[config.mk]
export PLATFORM = sky130hd
export DESIGN_NAME = my_serial_subtractor
export DESIGN_NICKNAME = d
export VERILOG_FILES = /design/src/rtl/my_serial_subtractor_pkg.sv /design/src/rtl/my_serial_subtractor_fadder.sv /design/src/rtl/my_serial_subtractor.sv
export SDC_FILE = /design/constraint.sdc
export NUM_CORES = 1
export LEC_CHECK = 0
export ABC_AREA = 0
export BUFFER_PORTS_ARGS = -buffer_cell sky130_fd_sc_hd__buf_2
export CORE_ASPECT_RATIO = 1.1
export CORE_UTILIZATION = 47
export DETAILED_ROUTE_END_ITERATION = 10
export PLACE_DENSITY = 0.72
export SETUP_SLACK_MARGIN = 0.2
export SKIP_CTS_REPAIR_TIMING = 1
export SYNTH_ARGS = -nofsm -noshare
export SYNTH_HDL_FRONTEND = slang
export SYNTH_SLANG_ARGS = --single-unit
[constraint.sdc]
create_clock -name clk -period 1.3 [get_ports clk]
set_input_delay 0.26 -clock clk [delete_from_list [all_inputs] [get_ports clk]]
set_output_delay 0.26 -clock clk [all_outputs]
set_load 0.05 [all_outputs]
[src/rtl/my_serial_subtractor_pkg.sv]
// Shared definitions for the bit-serial arithmetic blocks (subtractor now,
// serial adder/comparator later).
package my_serial_subtractor_pkg;

    typedef enum logic {
        IDLE = 1'b0,
        RUN  = 1'b1
    } state_e;

    localparam int WIDTH_MIN = 2;
    localparam int WIDTH_MAX = 16;

    // Bit counter width: ceil(log2(w)), never below one bit.
    function automatic int cnt_width(input int w);
        return (w < 2) ? 1 : $clog2(w);
    endfunction

endpackage

[src/rtl/my_serial_subtractor_fadder.sv]
// Single-bit full-adder cell shared by the arithmetic library.
module My_fadder (
    input  logic a_i,
    input  logic b_i,
    input  logic c_i,
    output logic s_o,
    output logic co_o
);

    assign s_o  = a_i ^ b_i ^ c_i;
    assign co_o = (a_i & b_i) | (c_i & (a_i ^ b_i));

endmodule

[src/rtl/my_serial_subtractor.sv]
// Bit-serial two's-complement subtractor D = A - B, LSB first, one bit per clock,
// built from one full-adder cell with inverted B and carry seeded to 1.
module my_serial_subtractor
    import my_serial_subtractor_pkg::*;
#(
    parameter int WIDTH = 4
) (
    input  logic             clk,
    input  logic             rst,
    input  logic             start,
    input  logic [WIDTH-1:0] A,
    input  logic [WIDTH-1:0] B,
    output logic             busy,
    output logic             done,
    output logic [WIDTH-1:0] D,
    output logic             Bo,
    output logic             V,
    output logic             Z
);

    localparam int               CNT_W    = cnt_width(WIDTH);
    localparam logic [CNT_W-1:0] LAST_CNT = CNT_W'(WIDTH - 1);

    state_e             state_q, state_d;
    logic [WIDTH-1:0]   sa_q, sa_d;
    logic [WIDTH-1:0]   sb_q, sb_d;
    logic [WIDTH-1:0]   sd_q, sd_d;
    logic [CNT_W-1:0]   cnt_q, cnt_d;
    logic               c_q, c_d;
    logic               a_msb_q, a_msb_d;
    logic               b_msb_q, b_msb_d;
    logic [WIDTH-1:0]   d_q, d_d;
    logic               bo_q, bo_d;
    logic               v_q, v_d;
    logic               z_q, z_d;
    logic               done_q, done_d;

    logic               bit_s;
    logic               bit_co;
    logic [WIDTH-1:0]   sd_shift;

    My_fadder u_fadder (
        .a_i  (sa_q[0]),
        .b_i  (~sb_q[0]),
        .c_i  (c_q),
        .s_o  (bit_s),
        .co_o (bit_co)
    );

    assign sd_shift = {bit_s, sd_q[WIDTH-1:1]};

    always_comb begin
        // NOTE: every _d takes its hold value first so no path leaves it unassigned (no latches).
        state_d = state_q;
        sa_d    = sa_q;
        sb_d    = sb_q;
        sd_d    = sd_q;
        cnt_d   = cnt_q;
        c_d     = c_q;
        a_msb_d = a_msb_q;
        b_msb_d = b_msb_q;
        d_d     = d_q;
        bo_d    = bo_q;
        v_d     = v_q;
        z_d     = z_q;
        done_d  = 1'b0;

        case (state_q)
            IDLE: begin
                if (start) begin
                    sa_d    = A;
                    sb_d    = B;
                    sd_d    = '0;
                    a_msb_d = A[WIDTH-1];
                    b_msb_d = B[WIDTH-1];
                    c_d     = 1'b1;
                    cnt_d   = '0;
                    state_d = RUN;
                end
            end
            RUN: begin
                sa_d  = sa_q >> 1;
                sb_d  = sb_q >> 1;
                sd_d  = sd_shift;
                c_d   = bit_co;
                cnt_d = cnt_q + 1'b1;
                if (cnt_q == LAST_CNT) begin
                    // Last bit: the result word is sd_shift, its MSB is this cycle's sum bit.
                    state_d = IDLE;
                    cnt_d   = '0;
                    d_d     = sd_shift;
                    bo_d    = ~bit_co;
                    v_d     = (a_msb_q != b_msb_q) & (bit_s != a_msb_q);
                    z_d     = (sd_shift == '0);
                    done_d  = 1'b1;
                end
            end
            default: state_d = IDLE;
        endcase
    end

    always_ff @(posedge clk) begin
        // NOTE: state registers use non-blocking assignments so all update together at the edge.
        if (rst) begin
            state_q <= IDLE;
            sa_q    <= '0;
            sb_q    <= '0;
            sd_q    <= '0;
            cnt_q   <= '0;
            c_q     <= 1'b1;
            a_msb_q <= 1'b0;
            b_msb_q <= 1'b0;
            d_q     <= '0;
            bo_q    <= 1'b0;
            v_q     <= 1'b0;
            z_q     <= 1'b0;
            done_q  <= 1'b0;
        end else begin
            state_q <= state_d;
            sa_q    <= sa_d;
            sb_q    <= sb_d;
            sd_q    <= sd_d;
            cnt_q   <= cnt_d;
            c_q     <= c_d;
            a_msb_q <= a_msb_d;
            b_msb_q <= b_msb_d;
            d_q     <= d_d;
            bo_q    <= bo_d;
            v_q     <= v_d;
            z_q     <= z_d;
            done_q  <= done_d;
        end
    end

    assign busy = (state_q == RUN);
    assign done = done_q;
    assign D    = d_q;
    assign Bo   = bo_q;
    assign V    = v_q;
    assign Z    = z_q;

endmodule

* Yosys cells after proc, flatten, opt, wreduce, memory -nomap -nowiden
Cells that the tools add are included.
Cells by class: multiplexer cells 15, equality and inequality tests 4, add/sub/neg operators 1, bitwise logic cells 9, reductions and logical operators 4
Operators with widths (number):
- 4-bit one-hot mux with 2 select lines | 3
- 4-bit 2-to-1 mux | 3
- 4-bit zero test | 1
- 1-bit 2-to-1 mux | 4
- 2-bit 2-to-1 mux | 2
- 1-bit one-hot mux with 2 select lines | 2
- 2-bit one-hot mux with 2 select lines | 1
- 2-bit AND reduction | 2
- 1-bit bitwise AND | 3
- 1-bit inverter | 3
- 2-bit by 1-bit adder with 2-bit output, second input constant | 1
- 2-bit equality test, second input constant | 1
- 1-bit != test | 2
- 2-bit != test, second input constant | 1
- 2-bit OR reduction | 1
- 1-bit bitwise XOR | 2
- 1-bit OR | 1
Storage, ports and cells: logic and storage cells 46, output and inout bits 9, input bits 11, register bits 26

* Longest topological paths before layout
Gate-level depths: netlist of run 1.
word-level depth 5, depth in mapped cells 5, gate-level depth less buffers 5

* By module
A second synthesis of run 1 with hierarchy kept.
Second synthesis, totals: cells, all modules 110, area, all modules 1058.5 µm²
By module, submodules not included:
- my_serial_subtractor | instances 1, area an instance 1038.5 µm², cells an instance 109, seq. area each 500.5 µm²
- My_fadder | instances 1, area an instance 20.0 µm², cells an instance 1, seq. area each 0.0 µm²

* Least setup slack after synthesis of run 1
Ideal clock, no wire load.
path kind register -> register, start point register state_q, in the netlist busy, end point register c_q, data required time 1.177 ns, setup time 0.123 ns, slack -0.124 ns, arrival 1.300 ns, period minus slack after synthesis 1.424 ns, cell stages (with the launch flop) 4, path buffers 1, cell sequence dfxtp_1 -> buf_2 -> a21oi_1 -> or2_2
Between the ends: cells in the longest elaborated chain, start to end 2, elaborated cells on any way between the ends 3, classes of those cells eq/ne: 1; mux: 1; bitwise: 1
RTL lines:
- from (decl) | RTL line my_serial_subtractor.sv:24 | state_e state_q, state_d;
- from (signal assigned) | RTL line my_serial_subtractor.sv:119 | state_q <= state_d;
- 1-bit inverter
- 1-bit one-hot mux with 2 select lines or 2-bit != test (tied branches)
- to (signal assigned) | RTL line my_serial_subtractor.sv:110 | c_q <= 1'b1;
- to (signal assigned) | RTL line my_serial_subtractor.sv:124 | c_q <= c_d;
- to (decl) | RTL line my_serial_subtractor.sv:29 | logic c_q, c_d;
Several ways; a longest one is shown, not always the timed one. A chain may end at the register's enable or synchronous reset.

* Final worst setup path of run 1
start point register c_q, end point register z_q, in the netlist Z
Between the ends: cells in the longest elaborated chain, start to end 2
RTL lines:
- 1-bit bitwise XOR | RTL line my_serial_subtractor_fadder.sv:10 | assign s_o = a_i ^ b_i ^ c_i;
- 4-bit zero test | RTL line my_serial_subtractor.sv:94 | z_d = (sd_shift == '0);
- to (signal assigned) | RTL line my_serial_subtractor.sv:130 | z_q <= z_d;
- to (decl) | RTL line my_serial_subtractor.sv:35 | logic z_q, z_d;
Every way passes these cells.

==> qor.yml, run 1 <==
outcome:
  status: "complete, but fails checks"
  violations: "negative setup slack"
logic_synthesis:
  post-synth-top-count-cell: "dfxtp_1"
  synth_seq_area_share_pct: 47.34
  ys_top_cells_by_area: "dfxtp_1, mux2i_1, nor2_1, a21oi_1, mux2_2"
  synth.top_cell.area_share_pct: 47.34
  synth_cell_type_count: 24
  synthTopCellsByCount: "dfxtp_1, nor2_1, a21oi_1"
  avgSynthCellArea_um2: 9.440
  yosysTopAreaCell: "dfxtp_1"
  synth_ff_type: "dfxtp_1"
  synthCells: 112
  yosys_warnings: 0
  synth_nets: 125
  ys_async_sr_fraction_pct: 0
  synth_area_um2: 1057
  synth_seq_cells: 25
  synth_edf_count: 0
power:
  p_leak_nw: 0.6002
  p_switching_w: 0.0003807
  irDropWorstVdd_uv: 725.7
  p_int_w: 0.001044
  p_clk_share_pct: 25.7
  power_w: 0.001425
  seq_power_share_pct: 57.7
  switching_share_pct: 26.71
  power.density_nw_per_um2: 981.1
  combPwrFrac_pct: 16.6
global_routing:
  grtUsageTotal_pct: 17.49
  grt_max_degree: 26
  grt_pass1_wl_um: 2932
  grt-ovfl-total: 0
  grt_pass1_vias: 692
  antenna_found_initial: 0
detailed_routing:
  vias: 830
  routedWlPerCell_um: 12.74
  drt-initial-drc-count: 9
  antenna_left: 0
  vias_per_cell: 5.000
  first_pass_iters: 4
  drc_errors: 0
  wirelength_um: 2115
die:
  core-area_um2: 2063
  fp.dieW_um: 47.22
  ios: 20
  die_y_um: 51.75
  start_util_pct: 51.24
  rows: 17
  dieArea_um2: 2443
placement:
  dp_slack_ns: -0.09376
  portBuffers: 19
  dp_hpwl_um: 1342
  gp_congestion: 0.7511
sta:
  fin_setup_tns_ns: -0.1934
  worst_slew_pin_slew_ns: 0.4640
  setup_viol: 3
  setup_ws_ns: -0.1183
  fin_crit_ns: 1.418
  finalHoldViolCount: 0
  slew_violations: 0
  skew_ns: 0.008693
  rsz0062_at_grt: "true"
  slew_headroom_pct: 69.07
  period_share_pct: 109.1
  fmax_mhz: 705.1
  worst_hold_slack_ns: 0.1799
cells_and_area:
  area_delta_synth_final_pct: 37.40
  drive_gt1_share_pct: 48.55
  diodes: 0
  final_nets: 152
setup_path:
  critPathLaunchType: "flip-flop"
  cp.arrival_ns: 1.69
  cp.required_ns: 1.57
  cp_max_fo: 4
  ff2ff_path_depth: 5
  end_kind: "flip-flop"
  worst-setup-path-type: "flip-flop to flip-flop"
clock_tree:
  cts-root-buf: "clkbuf_4"
  cts.clk_slew.worst_paths_ns: 0.15
  tritoncts: "built"
  cts_buffers: 3
  clkLatencyLatePin_ns: 0.33
  cts_num_sinks: 25
  htreeDepth: 1
  cts_buffer_depth: 2
run:
  cap_violations: 0
min_path:
  hold_class: "input port to flip-flop"
  hold_depth: 3
[metal layers]
| layer | part of all wire, % | global-route usage (%) | routed length, um | up-vias |
|---|---|---|---|---|
| li1 | - | - | - | 425 |
| met1 | 43 | 20.31 | 915 | 386 |
| met2 | 54 | 29.68 | 1134 | 15 |
| met3 | 2.0 | 3.125 | 43 | 4 |
| met4 | 1.0 | 8.571 | 22 | 0 |
| met5 | 0 | 0 | 0 | - |
[worst max-delay path: stages, from the launching register on]
cell     delay (ns)
dfxtp_2        0.35
inv_1          0.05
fa_2           0.58
nor4b_4        0.19
nand2_1        0.08
a21oi_1        0.12
[layout by cell type (no fill, tap or decap), types with 2 or more instances in the layout]
cell      synthesis  layout
nor2_1           18      18
dfxtp_1          25      13
dfxtp_2           0      11
mux2i_1          10      10
a21oi_1          12      10
buf_2             2      10
nand2_1          11       9
buf_8             1       8
buf_4             1       7
mux2_2            5       5
nor3b_1           5       4
inv_1             4       3
clkbuf_4          0       3
buf_6             1       3
nand2_2           0       2
nor3_1            3       2
a21oi_2           0       2
nand3b_1          2       2
buf_12            0       2
[flip-flops by register name, indices dropped and copies added, names as in the netlist]
register  cells
Bo            1
c_q           1
busy          1
D             4
sb_q          4
cnt_q         2
done          1
a_msb_q       1
b_msb_q       1
Z             1
sd_q          3
V             1
sa_q          4
[power by group through the flow]
stage | sequential, W | combinational [W] | clock (W)
after floorplan | 0.000838 | 0.000134 | 0
after global placement | 0.000839 | 0.000164 | 0
after detailed placement | 0.000841 | 0.000168 | 0
after CTS | 0.000824 | 0.000169 | 0.000375
after global routing | 0.000826 | 0.000258 | 0.000412
final | 0.000822 | 0.000236 | 0.000366
[through the flow]
stage | std cells | area (um^2) | utilization [%]
2_1_floorplan | 112 | 1071 | -
3_3_place_gp | 155 | 1189 | 57.61
3_5_place_dp | 155 | 1189 | 57.61
4_1_cts | 159 | 1217 | 59.01
5_1_grt | 166 | 1453 | 70.41
6_report | 166 | 1453 | 70.41
[cell families (layout without fill, tap and decap cells)]
logic type	count (synthesis)	in the layout	synth area share [%]
fa+ha+maj	2	2	3.077
mux	16	16	16.21
flops	25	25	47.34
simple gates	43	43	19.53
buf+inv	12	38	6.627
compound gates	14	14	7.220
[worst paths after layout]
kind	startpoint	endpoint	slack [ns]
worst max-delay path	c_q	Z	-0.12
worst min-delay path	B[3]	b_msb_q	0.18
worst max register to register	c_q	Z	-0.12
worst min register to register	D[2]	D[2]	0.48
[area by class of cell]
cell class | count | area (um^2)
multi-input cells | 75 | 559.3
clock inverters | 1 | 6.256
well taps | 28 | 35.03
fillers | 159 | 610.6
flip-flops and latches | 25 | 518.0
inverters | 4 | 15.01
clock buffers | 3 | 22.52
repair buffers | 30 | 296.5
Note: power is estimated with default switching activity, not from simulation.
==> run 2: changes to the inputs <==
--- a/config.mk
+++ b/config.mk
@@ -7,3 +7,2 @@
 export LEC_CHECK = 0
-export ABC_AREA = 0
 export BUFFER_PORTS_ARGS = -buffer_cell sky130_fd_sc_hd__buf_2
==> constraint.sdc (replaced) <==
create_clock -name clk -period 1.3 [get_ports clk]
set_input_delay 0 -clock clk [delete_from_list [all_inputs] [get_ports clk]]
set_output_delay 0 -clock clk [all_outputs]
set_load 0.05 [all_outputs]
==> run 2 against run 1 <==
  * The run still ends with negative setup slack left
  * Sequential power hardly changed
  * Critical endpoint unchanged
  * Clock skew fell by 0.0040 ns
  * Global-route usage grew 0.53 points
  * Largest power group unchanged
  * Register-to-register slack about the same
==> qor.yml, run 2 (synthesized netlist as in run 1, its figures left out) <==
outcome:
  status: "complete, but fails checks"  # unchanged
  violations: "negative setup slack"  # unchanged
setup_path:
  cp.required_ns: 1.56  # was 1.57 ns
  cp-startpoint: "sa_q[0]"  # was c_q
  cp_slowest_cell: "fa_2"  # unchanged
  end_kind: "flip-flop"  # unchanged
  crit_family: "adder cells"  # unchanged
  cp_max_fo: 4  # unchanged
  timing.rr.start: "sa_q[0]"  # was c_q
  max_stage_delay_ns: 0.57  # was 0.58 ns
  worst-setup-path-type: "flip-flop to flip-flop"  # unchanged
  cp.arrival_ns: 1.67  # was 1.69 ns
  critPathLaunchType: "flip-flop"  # unchanged
  path_depth: 5  # unchanged
  crit_buf_inv: 1  # unchanged
  cp-endpoint: "Z"  # unchanged
  worstPathCellList: "inv_2 -> fa_2 -> nor4b_2 -> nand2_1 -> a21oi_1"  # was inv_1 -> fa_2 -> nor4b_4 -> nand2_1 -> a21oi_1
  r2r-end: "Z"  # unchanged
  ff2ff_path_depth: 5  # unchanged
  rrSetupSlack_ns: -0.11  # was -0.12 ns
die:
  dieArea_um2: 2443  # unchanged
  ios: 20  # unchanged
  rows: 17  # unchanged
  fp.dieW_um: 47.22  # unchanged
  start_util_pct: 51.24  # unchanged
  core-area_um2: 2063  # unchanged
  die_y_um: 51.75  # unchanged
placement:
  dp_hpwl_um: 1355  # was 1342 um
  dpl-instance-area_um2: 1181  # was 1189 um^2
  gp_congestion: 0.7529  # was 0.7511
  portBuffers: 19  # unchanged
  dp.cells: 154  # was 155
min_path:
  hold_class: "input port to flip-flop"  # unchanged
  hold_depth: 4  # was 3
global_routing:
  grt-ovfl-total: 0  # unchanged
  grtUsageTotal_pct: 18.03  # was 17.49%
  grt_pass1_vias: 699  # was 692
  busiest_layer: "met2"  # unchanged
  grt_max_degree: 26  # unchanged
  grtUsageMet2_pct: 29.00  # was 29.68%
  gr-usage-met1_pct: 21.96  # was 20.31%
  grt_pass1_wl_um: 3070  # was 2932 um
  antenna_found_initial: 0  # unchanged
  grt_use_met3_pct: 6.250  # was 3.125%
sta:
  rsz0062_at_grt: "true"  # unchanged
  finalHoldViolCount: 0  # unchanged
  setup_ws_ns: -0.1078  # was -0.1183 ns
  slew_headroom_pct: 70.13  # was 69.07%
  setup_viol: 2  # was 3
  fin_crit_ns: 1.408  # was 1.418 ns
  worst_hold_slack_ns: 0.03004  # was 0.1799 ns
  skew_ns: 0.004717  # was 0.008693 ns
  fin_setup_tns_ns: -0.1840  # was -0.1934 ns
  slew_violations: 0  # unchanged
  fmax_mhz: 710.4  # was 705.1 MHz
  period_share_pct: 108.3  # was 109.1%
  worst_slew_pin_slew_ns: 0.4481  # was 0.4640 ns
detailed_routing:
  antenna_left: 0  # unchanged
  drt-initial-drc-count: 10  # was 9
  vias: 828  # was 830
  drc_errors: 0  # unchanged
  first_pass_iters: 6  # was 4
  vias_per_cell: 4.958  # was 5.000
  routedWlPerCell_um: 12.04  # was 12.74 um
  wirelength_um: 2011  # was 2115 um
cells_and_area:
  final_nets: 153  # was 152
  drive_gt1_share_pct: 41.01  # was 48.55%
  area_delta_synth_final_pct: 25.68  # was 37.40%
  nFillCells: 181  # was 159
  seq_area_um2: 510.5  # was 518.0 um^2
  layout.cells.non_filler: 167  # was 166
  finish.utilization_pct: 64.40  # was 70.41%
  final_cell_mix: "dfxtp_1, buf_2, nor2_1"  # was nor2_1, dfxtp_1, dfxtp_2
  diodes: 0  # unchanged
  multi_input_area_um2: 530.5  # was 559.3 um^2
  final_cell_area_um2: 1329  # was 1453 um^2
clock_tree:
  cts_buffers: 3  # unchanged
  cts_num_sinks: 25  # unchanged
  clkLatencyLatePin_ns: 0.32  # was 0.33 ns
  htreeDepth: 1  # unchanged
  cts-root-buf: "clkbuf_4"  # unchanged
  cts.clk_slew.worst_paths_ns: 0.13  # was 0.15 ns
  tritoncts: "built"  # unchanged
  cts_buffer_depth: 2  # unchanged
power:
  power.density_nw_per_um2: 1046  # was 981.1 nW/um^2
  p_leak_nw: 0.5682  # was 0.6002 nW
  irDropWorstVdd_uv: 1090  # was 725.7 uV
run:
  cap_violations: 0  # unchanged
-- run 2: how the worst min path moves through the flow --
stage | from | end | slack, ns
2_1_floorplan | A[3] | a_msb_q | 0.15
3_3_place_gp | A[3] | a_msb_q | 0.25
3_5_place_dp | A[3] | a_msb_q | 0.26
4_1_cts | A[3] | a_msb_q | -0.08
5_1_grt | A[2] | sa_q[2] | 0.04
6_report | A[2] | sa_q[2] | 0.03
-- run 2: area by class of cell --
type,count,share of cell area (%)
inverter,4,1.130
clock inverter,1,0.3766
timing repair buffer,31,15.82
tap,28,2.637
clock buffer,3,1.695
multi-input combinational,75,39.92
sequential,25,38.42
-- run 2: routing by layer --
layer	routed length (um)	vias up
li1	-	425
met2	994	16
met4	19	0
met5	0	-
met3	70	4
met1	927	383
-- run 2: worst reg2reg max path, cell delays in order (launching register included) --
cell     delay (ns)
dfxtp_2        0.35
inv_2          0.04
fa_2           0.57
nor4b_2        0.20
nand2_1        0.07
a21oi_1        0.11
-- run 2: power by group --
group	total (W)	internal, W	switching (W)
combinational	0.000222	0.000117	0.000105
clock	0.000347	0.000116	0.000231
sequential	0.000821	0.000797	0.0000241
total	0.00139	0.00103	0.000360
-- run 2: through the flow --
stage | worst slack [ns] | total power, W
after floorplan | -0.001226 | 0.0009722
after global placement | -0.05279 | 0.001000
after detailed placement | -0.09929 | 0.001011
after CTS | -0.1312 | 0.001346
after global routing | -0.1415 | 0.001455
final | -0.1078 | 0.001390
